$ cat src/rtl/arm_sc_pkg.sv
// Shared types and constants for the single-cycle ARM instruction-fetch front end.
package arm_sc_pkg;

    localparam int INSTR_W = 32;
    localparam int ADDR_W  = 32;

    localparam logic [ADDR_W-1:0] DEFAULT_RESET_VECTOR = 32'h0000_0000;

    typedef enum logic [1:0] {
        S_IDLE  = 2'd0,
        S_REQ   = 2'd1,
        S_VALID = 2'd2
    } fetch_state_t;

endpackage

$ cat src/rtl/fetch_unit_if.sv
// Instruction-memory req/ready bus between the fetch unit (master) and memory (slave).
interface fetch_unit_if;
    import arm_sc_pkg::*;

    logic [ADDR_W-1:0]  IAddr;
    logic               IReq;
    logic [INSTR_W-1:0] IRdata;
    logic               IReady;

    modport master (
        output IAddr,
        output IReq,
        input  IRdata,
        input  IReady
    );

    modport slave (
        input  IAddr,
        input  IReq,
        output IRdata,
        output IReady
    );

endinterface

$ cat src/rtl/fetch_unit_pc_register.sv
// Program counter with next-PC selection and the PC+4 / PC+8 adders.
module pc_register
    import arm_sc_pkg::*;
#(
    parameter logic [ADDR_W-1:0] RESET_VECTOR = DEFAULT_RESET_VECTOR
) (
    input  logic              clk,
    input  logic              Reset,
    input  logic              i_load,
    input  logic              i_pcSrc,
    input  logic [ADDR_W-1:0] i_result,
    output logic [ADDR_W-1:0] o_pc,
    output logic [ADDR_W-1:0] o_pcPlus4,
    output logic [ADDR_W-1:0] o_pcPlus8
);

    logic [ADDR_W-1:0] r_pc;
    logic [ADDR_W-1:0] w_nextPc;

    assign o_pc      = r_pc;
    assign o_pcPlus4 = r_pc + ADDR_W'(4);
    assign o_pcPlus8 = r_pc + ADDR_W'(8);

    // Branch targets are forced onto a word boundary; the low result bits are dropped.
    assign w_nextPc = i_pcSrc ? (i_result & ~ADDR_W'(3)) : o_pcPlus4;

    always_ff @(posedge clk or posedge Reset) begin
        if (Reset) begin
            r_pc <= RESET_VECTOR;
        end else if (i_load) begin
            r_pc <= w_nextPc;
        end
    end

endmodule

$ cat src/rtl/fetch_unit.sv
// Instruction-fetch front end: owns the PC, fetches over req/ready, presents a held Instr.
// Optional per-fetch timeout with sticky FetchErr is enabled by defining FETCH_TIMEOUT_EN.
module fetch_unit
    import arm_sc_pkg::*;
#(
    parameter logic [ADDR_W-1:0] RESET_VECTOR   = DEFAULT_RESET_VECTOR,
    parameter int                CNT_W          = 16,
    parameter int                TIMEOUT_CYCLES = 64
) (
    input  logic               clk,
    input  logic               Reset,
    input  logic               PCSrc,
    input  logic [ADDR_W-1:0]  Result,
    input  logic               Advance,
    fetch_unit_if.master       imem,
    output logic [INSTR_W-1:0] Instr,
    output logic               InstrValid,
    output logic [ADDR_W-1:0]  PC,
    output logic [ADDR_W-1:0]  PCPlus4,
    output logic [ADDR_W-1:0]  PCPlus8,
    output logic [CNT_W-1:0]   StallCnt,
    output logic               FetchErr
);

    fetch_state_t       r_state;
    logic               r_iReq;
    logic               r_instrValid;
    logic [INSTR_W-1:0] r_instr;
    logic [CNT_W-1:0]   r_stallCnt;
    logic               w_pcLoad;
    logic               w_timeout;

    assign w_pcLoad = (r_state == S_VALID) && Advance;

    pc_register #(
        .RESET_VECTOR (RESET_VECTOR)
    ) u_pcRegister (
        .clk       (clk),
        .Reset     (Reset),
        .i_load    (w_pcLoad),
        .i_pcSrc   (PCSrc),
        .i_result  (Result),
        .o_pc      (PC),
        .o_pcPlus4 (PCPlus4),
        .o_pcPlus8 (PCPlus8)
    );

`ifdef FETCH_TIMEOUT_EN
    localparam int WAIT_W = (TIMEOUT_CYCLES > 1) ? $clog2(TIMEOUT_CYCLES) : 1;

    logic [WAIT_W-1:0] r_waitCnt;
    logic              r_fetchErr;

    // Fires on the wait cycle that brings the count of unanswered cycles to TIMEOUT_CYCLES.
    assign w_timeout = (r_waitCnt == WAIT_W'(TIMEOUT_CYCLES - 1));
    assign FetchErr  = r_fetchErr;

    always_ff @(posedge clk or posedge Reset) begin
        if (Reset) begin
            r_waitCnt  <= '0;
            r_fetchErr <= 1'b0;
        end else if ((r_state == S_REQ) && !imem.IReady) begin
            if (w_timeout) begin
                r_waitCnt  <= '0;
                r_fetchErr <= 1'b1;
            end else begin
                r_waitCnt <= r_waitCnt + 1'b1;
            end
        end else begin
            r_waitCnt <= '0;
        end
    end
`else
    assign w_timeout = 1'b0;
    assign FetchErr  = 1'b0;
`endif

    assign imem.IAddr = PC;
    assign imem.IReq  = r_iReq;
    assign Instr      = r_instr;
    assign InstrValid = r_instrValid;
    assign StallCnt   = r_stallCnt;

    // IReq and InstrValid are registered so an asynchronous reset drops them immediately.
    always_ff @(posedge clk or posedge Reset) begin
        if (Reset) begin
            r_state      <= S_IDLE;
            r_iReq       <= 1'b0;
            r_instrValid <= 1'b0;
            r_instr      <= '0;
            r_stallCnt   <= '0;
        end else begin
            case (r_state)
                S_IDLE: begin
                    r_state <= S_REQ;
                    r_iReq  <= 1'b1;
                end
                S_REQ: begin
                    if (imem.IReady) begin
                        r_instr      <= imem.IRdata;
                        r_instrValid <= 1'b1;
                        r_iReq       <= 1'b0;
                        r_state      <= S_VALID;
                    end else begin
                        if (r_stallCnt != '1) begin
                            r_stallCnt <= r_stallCnt + 1'b1;
                        end
                        if (w_timeout) begin
                            r_iReq  <= 1'b0;
                            r_state <= S_IDLE;
                        end
                    end
                end
                S_VALID: begin
                    if (Advance) begin
                        r_instrValid <= 1'b0;
                        r_iReq       <= 1'b1;
                        r_state      <= S_REQ;
                    end
                end
                default: begin
                    r_state      <= S_IDLE;
                    r_iReq       <= 1'b0;
                    r_instrValid <= 1'b0;
                end
            endcase
        end
    end

endmodule

$ cat src/flat_wrapper.sv
// flat-port wrapper written by rule: the top's interface ports become plain ports
module fetch_unit_flat import arm_sc_pkg::*;
#(
    parameter logic [ADDR_W-1:0] RESET_VECTOR   = DEFAULT_RESET_VECTOR,
    parameter int                CNT_W          = 16,
    parameter int                TIMEOUT_CYCLES = 64
)
  (clk, Reset, PCSrc, Result, Advance, Instr, InstrValid, PC, PCPlus4, PCPlus8, StallCnt, FetchErr, imem_IAddr, imem_IReq, imem_IRdata, imem_IReady);
  fetch_unit_if imem_i ();
  input  logic clk;
  input  logic Reset;
  input  logic PCSrc;
  input  logic [ADDR_W-1:0] Result;
  input  logic Advance;
  output logic [INSTR_W-1:0] Instr;
  output logic InstrValid;
  output logic [ADDR_W-1:0] PC;
  output logic [ADDR_W-1:0] PCPlus4;
  output logic [ADDR_W-1:0] PCPlus8;
  output logic [CNT_W-1:0] StallCnt;
  output logic FetchErr;
  output wire logic [$bits(imem_i.IAddr)-1:0] imem_IAddr;
  output wire logic [$bits(imem_i.IReq)-1:0] imem_IReq;
  input wire logic [$bits(imem_i.IRdata)-1:0] imem_IRdata;
  input wire logic [$bits(imem_i.IReady)-1:0] imem_IReady;
  assign imem_IAddr = imem_i.IAddr;
  assign imem_IReq = imem_i.IReq;
  assign imem_i.IRdata = imem_IRdata;
  assign imem_i.IReady = imem_IReady;
  fetch_unit #(.RESET_VECTOR(RESET_VECTOR), .CNT_W(CNT_W), .TIMEOUT_CYCLES(TIMEOUT_CYCLES)) u_core (.clk(clk), .Reset(Reset), .PCSrc(PCSrc), .Result(Result), .Advance(Advance), .imem(imem_i), .Instr(Instr), .InstrValid(InstrValid), .PC(PC), .PCPlus4(PCPlus4), .PCPlus8(PCPlus8), .StallCnt(StallCnt), .FetchErr(FetchErr));
endmodule
$ cat config.mk
export PLATFORM = sky130hd
export DESIGN_NAME = fetch_unit_flat
export DESIGN_NICKNAME = d
export VERILOG_FILES = /design/src/rtl/arm_sc_pkg.sv /design/src/rtl/fetch_unit_if.sv /design/src/rtl/fetch_unit_pc_register.sv /design/src/rtl/fetch_unit.sv /design/src/flat_wrapper.sv
export SDC_FILE = /design/constraint.sdc
export NUM_CORES = 1
export LEC_CHECK = 0
export ABC_AREA = 0
export CORE_ASPECT_RATIO = 1.1
export CORE_MARGIN = 4
export CORE_UTILIZATION = 34
export DETAILED_ROUTE_END_ITERATION = 8
export PLACE_DENSITY = 0.69
export SYNTH_ARGS = -nofsm -noshare
export SYNTH_HDL_FRONTEND = slang
export SYNTH_HIERARCHICAL = 1
export SYNTH_SLANG_ARGS = --single-unit
export TNS_END_PERCENT = 30
$ cat constraint.sdc
create_clock -name clk -period 3.6 [get_ports clk]
set_input_delay 1.08 -clock clk [delete_from_list [all_inputs] [get_ports clk]]
set_output_delay 1.08 -clock clk [all_outputs]
set_load 0.05 [all_outputs]
# After elaboration in Yosys (flattened, before gate mapping)
# Cells that the tools add are included.
# word_totals
in_bits	69
register_bits	84
wordCells	32
# classes
n_bitwise	2
eq_ne	5
reduce_logical	6
mux	10
add_sub_neg	3
# ops
operator	n
$add A32 B3 Y32 const B	1
$add A32 B4 Y32 const B	1
$mux W32	1
$add A16 B1 Y16 const B	1
$ne A16 B16 Y1 const B	1
$pmux W1 S3	2
$pmux W2 S3	1
$reduce_and A3 Y1	2
$mux W1	4
$mux W2	2
$ne A2 B2 Y1 const B	2
$reduce_and A2 Y1	2
$eq A2 B1 Y1 const B	1
$eq A2 B2 Y1 const B	1
$logic_not A2 Y1	1
$not A1 Y1	2
$logic_and A1 B1 Y1	1

# Logic depth before layout (Yosys ltp)
# depth
word_depth	3
ltp_mapped	7

# By module
# Netlist, hierarchy kept.
# modules_own_cells
module	cells_per_inst	instances	area_each_um2
pc_register	366	1	2879.0
fetch_unit	193	1	2407.3

# Worst setup path before layout
# Ideal clock, no wire load.
# synth_timing
path_kind	reg-to-output
from	reg u_core.u_pcRegister.r_pc[3], in the netlist u_core/u_pcRegister/o_pc[3]
to	out PCPlus4[24]
path_buffers	1
required_ps	2520
setup_slack_ps	-431
arrival_ps	2951
path_stages_with_launch	7
cell_sequence	dfrtp_1 ha_1 nand3_4 or4_1 buf_2 nor3_1 xor2_1
# synth_via
elab_chain_cells	1
# synth_lines
item	line	rtl
start: declaration	fetch_unit_pc_register.sv:17	logic [ADDR_W-1:0] r_pc;
start signal: assignment	fetch_unit_pc_register.sv:31	r_pc <= w_nextPc;
$add A32 B3 Y32	fetch_unit_pc_register.sv:21	assign o_pcPlus4 = r_pc + ADDR_W'(4);
end: declaration	flat_wrapper.sv:18	output logic [ADDR_W-1:0] PCPlus4;
# Every way passes these cells.

# Final worst setup path
# layout_timing
from	reg u_core.u_pcRegister.r_pc[4], in the netlist u_core/u_pcRegister/o_pc[4]
to	out PCPlus4[21]
# The elaborated chain is that of the path after synthesis.

==> results.yml <==
critical_path:
  cp.depth: 7
  crit_fanout: 7
  worstSetupStartpointType: "flop"
  critical-path-max-stage-delay_ns: 0.45
  endpoint_kind: "primary output"
  worstPathCellList: "buf_4 > ha_1 > nand2_1 > nor2_1 > nand2_1 > xnor2_1 > buf_12"
  path_class: "flop to primary output"
  critPathMostFrequentCell: "nand2_1"
  crit_family: "simple AND/OR/NAND/NOR gates"
  crit_path_top_delay_cell: "nor2_1"
  worstPathRequired_ns: 2.52
  cp_num_buf_inv: 2
  crit_arrival_ns: 2.43
  r2r_cells: 5
floorplan:
  die_h_um: 139
  rows: 47
  coreArea_um2: 15200
  initial_utilization: 0.348
  ioPinCount: 248
  fp.dieW_um: 127
  die_area_um2: 17600
sta:
  min_period_ns: 3.51
  finalSetupViolations: 0
  final.setup.worst_slack_ns: 0.0891
  rsz0062_at_grt: "false"
  finalHoldViolCount: 0
  finalMaxSlewViolations: 0
  hold_ws_ns: 0.504
  setup_tns_ns: 0
  finClkSkew_ns: 0.00933
  post-route-period-util: 0.975
  worst_pin_slew_ns: 0.628
  max_freq_mhz: 285
  slew_headroom: 0.581
logic_synthesis:
  yosys.area.top_type_share: 0.383
  yosys.area.top_type: "dfrtp_1"
  ys_dominant_reg_cell: "dfrtp_1"
  syn-mean-instance-area_um2: 9.46
  syn_area_um2: 5290
  synth_warnings: 6
  synth_area_leaders: "dfrtp_1 38%, mux2_2 7.0%, xnor2_1 7.0%"
  synthCells: 559
  synth_edf_count: 0
  synth-seq-cells: 81
  async_reset_ff_frac: 1.00
  synth.distinct_cells: 58
  ys_seq_area_frac: 0.383
drt:
  vias_per_cell: 5.27
  via_count: 5130
  ant_nets: 0
  avgRoutedWirePerCell_um: 18.8
  drt_wl_total_um: 18300
  drc_errors: 0
  first_pass_iters: 5
  drt_iter0_drc: 342
cts:
  cts_max_path_buffers: 2
  cts_buffers: 9
  clock-sinks: 81
  insertion_delay_ns: 0.34
  cts_hold_buf: 0
  clkTransAtPathRegs_ns: 0.07
  htree_levels: 3
  cts-root-buf: "clkbuf_16"
  cts_tree: "built"
pwr:
  powerDensity_nw_per_um2: 982
  peakVddDrop_v: 0.000854
  leakage_nw: 3.62
  total_power_mw: 8.45
grt:
  grt_pass1_vias: 5345
  grt_max_degree: 52
  grt_usage: 0.206
  antenna_found_initial: 0
  grt.overflow.total: 0
  grt_pass1_wl_um: 29400
place:
  dp_slack_ns: 0.241
  dp_hpwl_um: 14300
  dp_cells: 954
  io_buffer_count: 236
  place.gp.congestion: 0.895
finish:
  instances_no_fill: 974
  num_antenna_cells: 0
  synthToLayoutAreaGrowth_pct: 62.8
  nets: 846
  drive_gt1_frac: 0.238
run_status:
  outcome: "completed"
hold_path:
  hold_depth: 1
  min_path_type: "flop to flop"
flow_run:
  cap_violations: 0
[path summary, 6_finish.rpt]
check,from,end,slack [ns]
setup / recovery,u_core/u_pcRegister/o_pc[4]$_DFFE_PP0P_,PCPlus4[21],0.09
min in group asynchronous,Reset,u_core/u_pcRegister/o_pc[11]$_DFFE_PP0P_,1.19
hold / removal,u_core/Instr[27]$_DFFE_PP0P_,u_core/Instr[27]$_DFFE_PP0P_,0.50
setup reg to reg,u_core/u_pcRegister/o_pc[3]$_DFFE_PP0P_,u_core/u_pcRegister/o_pc[19]$_DFFE_PP0P_,1.45
max in group asynchronous,Reset,u_core/StallCnt[1]$_DFFE_PP0P_,1.92
hold reg to reg,u_core/Instr[27]$_DFFE_PP0P_,u_core/Instr[27]$_DFFE_PP0P_,0.50
[state kept, by name, indices dropped and copies added, names as in the netlist]
name / count
u_core/Instr: 32
u_core/InstrValid: 1
u_core/StallCnt: 16
u_core/r_state: 2
u_core/u_pcRegister/o_pc: 30
[cells in the final DEF (no fill, tap or decap), drive strengths merged, types with 3 or more instances in the layout]
cell type / Yosys / routed
o2bb2ai: 4 / 4
clkbuf: 27 / 9
a311o: 3 / 3
a211o: 3 / 3
o21ai: 18 / 18
or4: 5 / 5
mux2i: 3 / 3
and4: 4 / 4
a21oi: 8 / 8
nor4: 12 / 12
o311ai: 16 / 16
ha: 4 / 4
nand2b: 3 / 3
buf: 59 / 98
nor3: 19 / 19
nand3: 27 / 27
nor2b: 3 / 3
and2: 4 / 4
clkdlybuf4s50: 0 / 186
a22o: 4 / 4
o31ai: 3 / 3
a22oi: 19 / 19
conb: 2 / 7
nand2: 38 / 38
nor2: 28 / 28
inv: 20 / 24
mux2: 35 / 35
xnor2: 42 / 42
o211ai: 3 / 3
xor2: 24 / 24
dfrtp: 81 / 81
nand4: 23 / 23
and3: 3 / 3
[where the power goes]
| group | switching [mW] | leakage (nW) | internal (mW) |
|---|---|---|---|
| Clock | 0.412 | 0.140 | 0.482 |
| Combinational | 3.72 | 2.56 | 2.18 |
| Sequential | 0.402 | 0.923 | 1.25 |
[worst register-to-register path, stage by stage (launching register included)]
cell and delay (ns):
dfrtp_2 0.42, ha_2 0.25, and4_1 0.22, nand3_1 0.19
or4_4 0.61, o311ai_0 0.33
[synthesized netlist by cell type, types with 4 or more instances]
| master | number |
|---|---|
| a21oi_1 | 8 |
| a22o_1 | 4 |
| a22oi_1 | 19 |
| and2_1 | 4 |
| and4_1 | 4 |
| buf_2 | 16 |
| buf_4 | 41 |
| clkbuf_1 | 24 |
| dfrtp_1 | 81 |
| ha_1 | 4 |
| inv_1 | 20 |
| mux2_2 | 33 |
| nand2_1 | 37 |
| nand3_1 | 25 |
| nand4_1 | 20 |
| nor2_1 | 26 |
| nor3_1 | 18 |
| nor4_1 | 10 |
| o21ai_0 | 18 |
| o2bb2ai_1 | 4 |
| o311ai_0 | 14 |
| xnor2_1 | 42 |
| xor2_1 | 24 |
[through the flow]
step	util	instance area (µm²)
final	0.567	8610
after global routing	0.567	8610
after CTS	0.564	8560
after detailed placement	0.545	8260
after global placement	0.545	8260
after floorplan	-	5400
[cell families after synthesis]
| group | Yosys count | share of synthesized area |
|---|---|---|
| adders and majority gates | 4 | 0.00947 |
| other | 2 | 0.00142 |
| muxes | 38 | 0.0809 |
| buffers and inverters | 106 | 0.109 |
| xor gates and xnor gates | 66 | 0.109 |
| DFF | 81 | 0.383 |
| and+or+nand+nor | 177 | 0.190 |
| AOI/OAI and AO/OA | 85 | 0.116 |
[layer usage]
metal / vias to the layer above / wire (µm) / track usage
met4: 0 / 468 / 0.0627
met3: 33 / 1430 / 0.0555
met1: 2490 / 7430 / 0.257
met2: 240 / 8940 / 0.349
li1: 2367 / - / -
met5: - / 0 / 0
[final cells by class]
class | instances | area, µm²
fillers | 1315 | 6570
inverters | 20 | 75.1
flip-flops and latches | 81 | 2030
well taps | 196 | 245
repair buffers | 284 | 3150
multi-input cells | 377 | 2820
clock inverters | 7 | 61.3
clock buffers | 9 | 225
[repair_timing]
item / 4_1_cts / 5_1_grt
endpoints found under the setup margin: 2 / 10
resized for setup: 3 / 7
pin swaps: 0 / 1
setup buffers: 0 / 4
No activity file was read; power rests on OpenSTA's default activity.
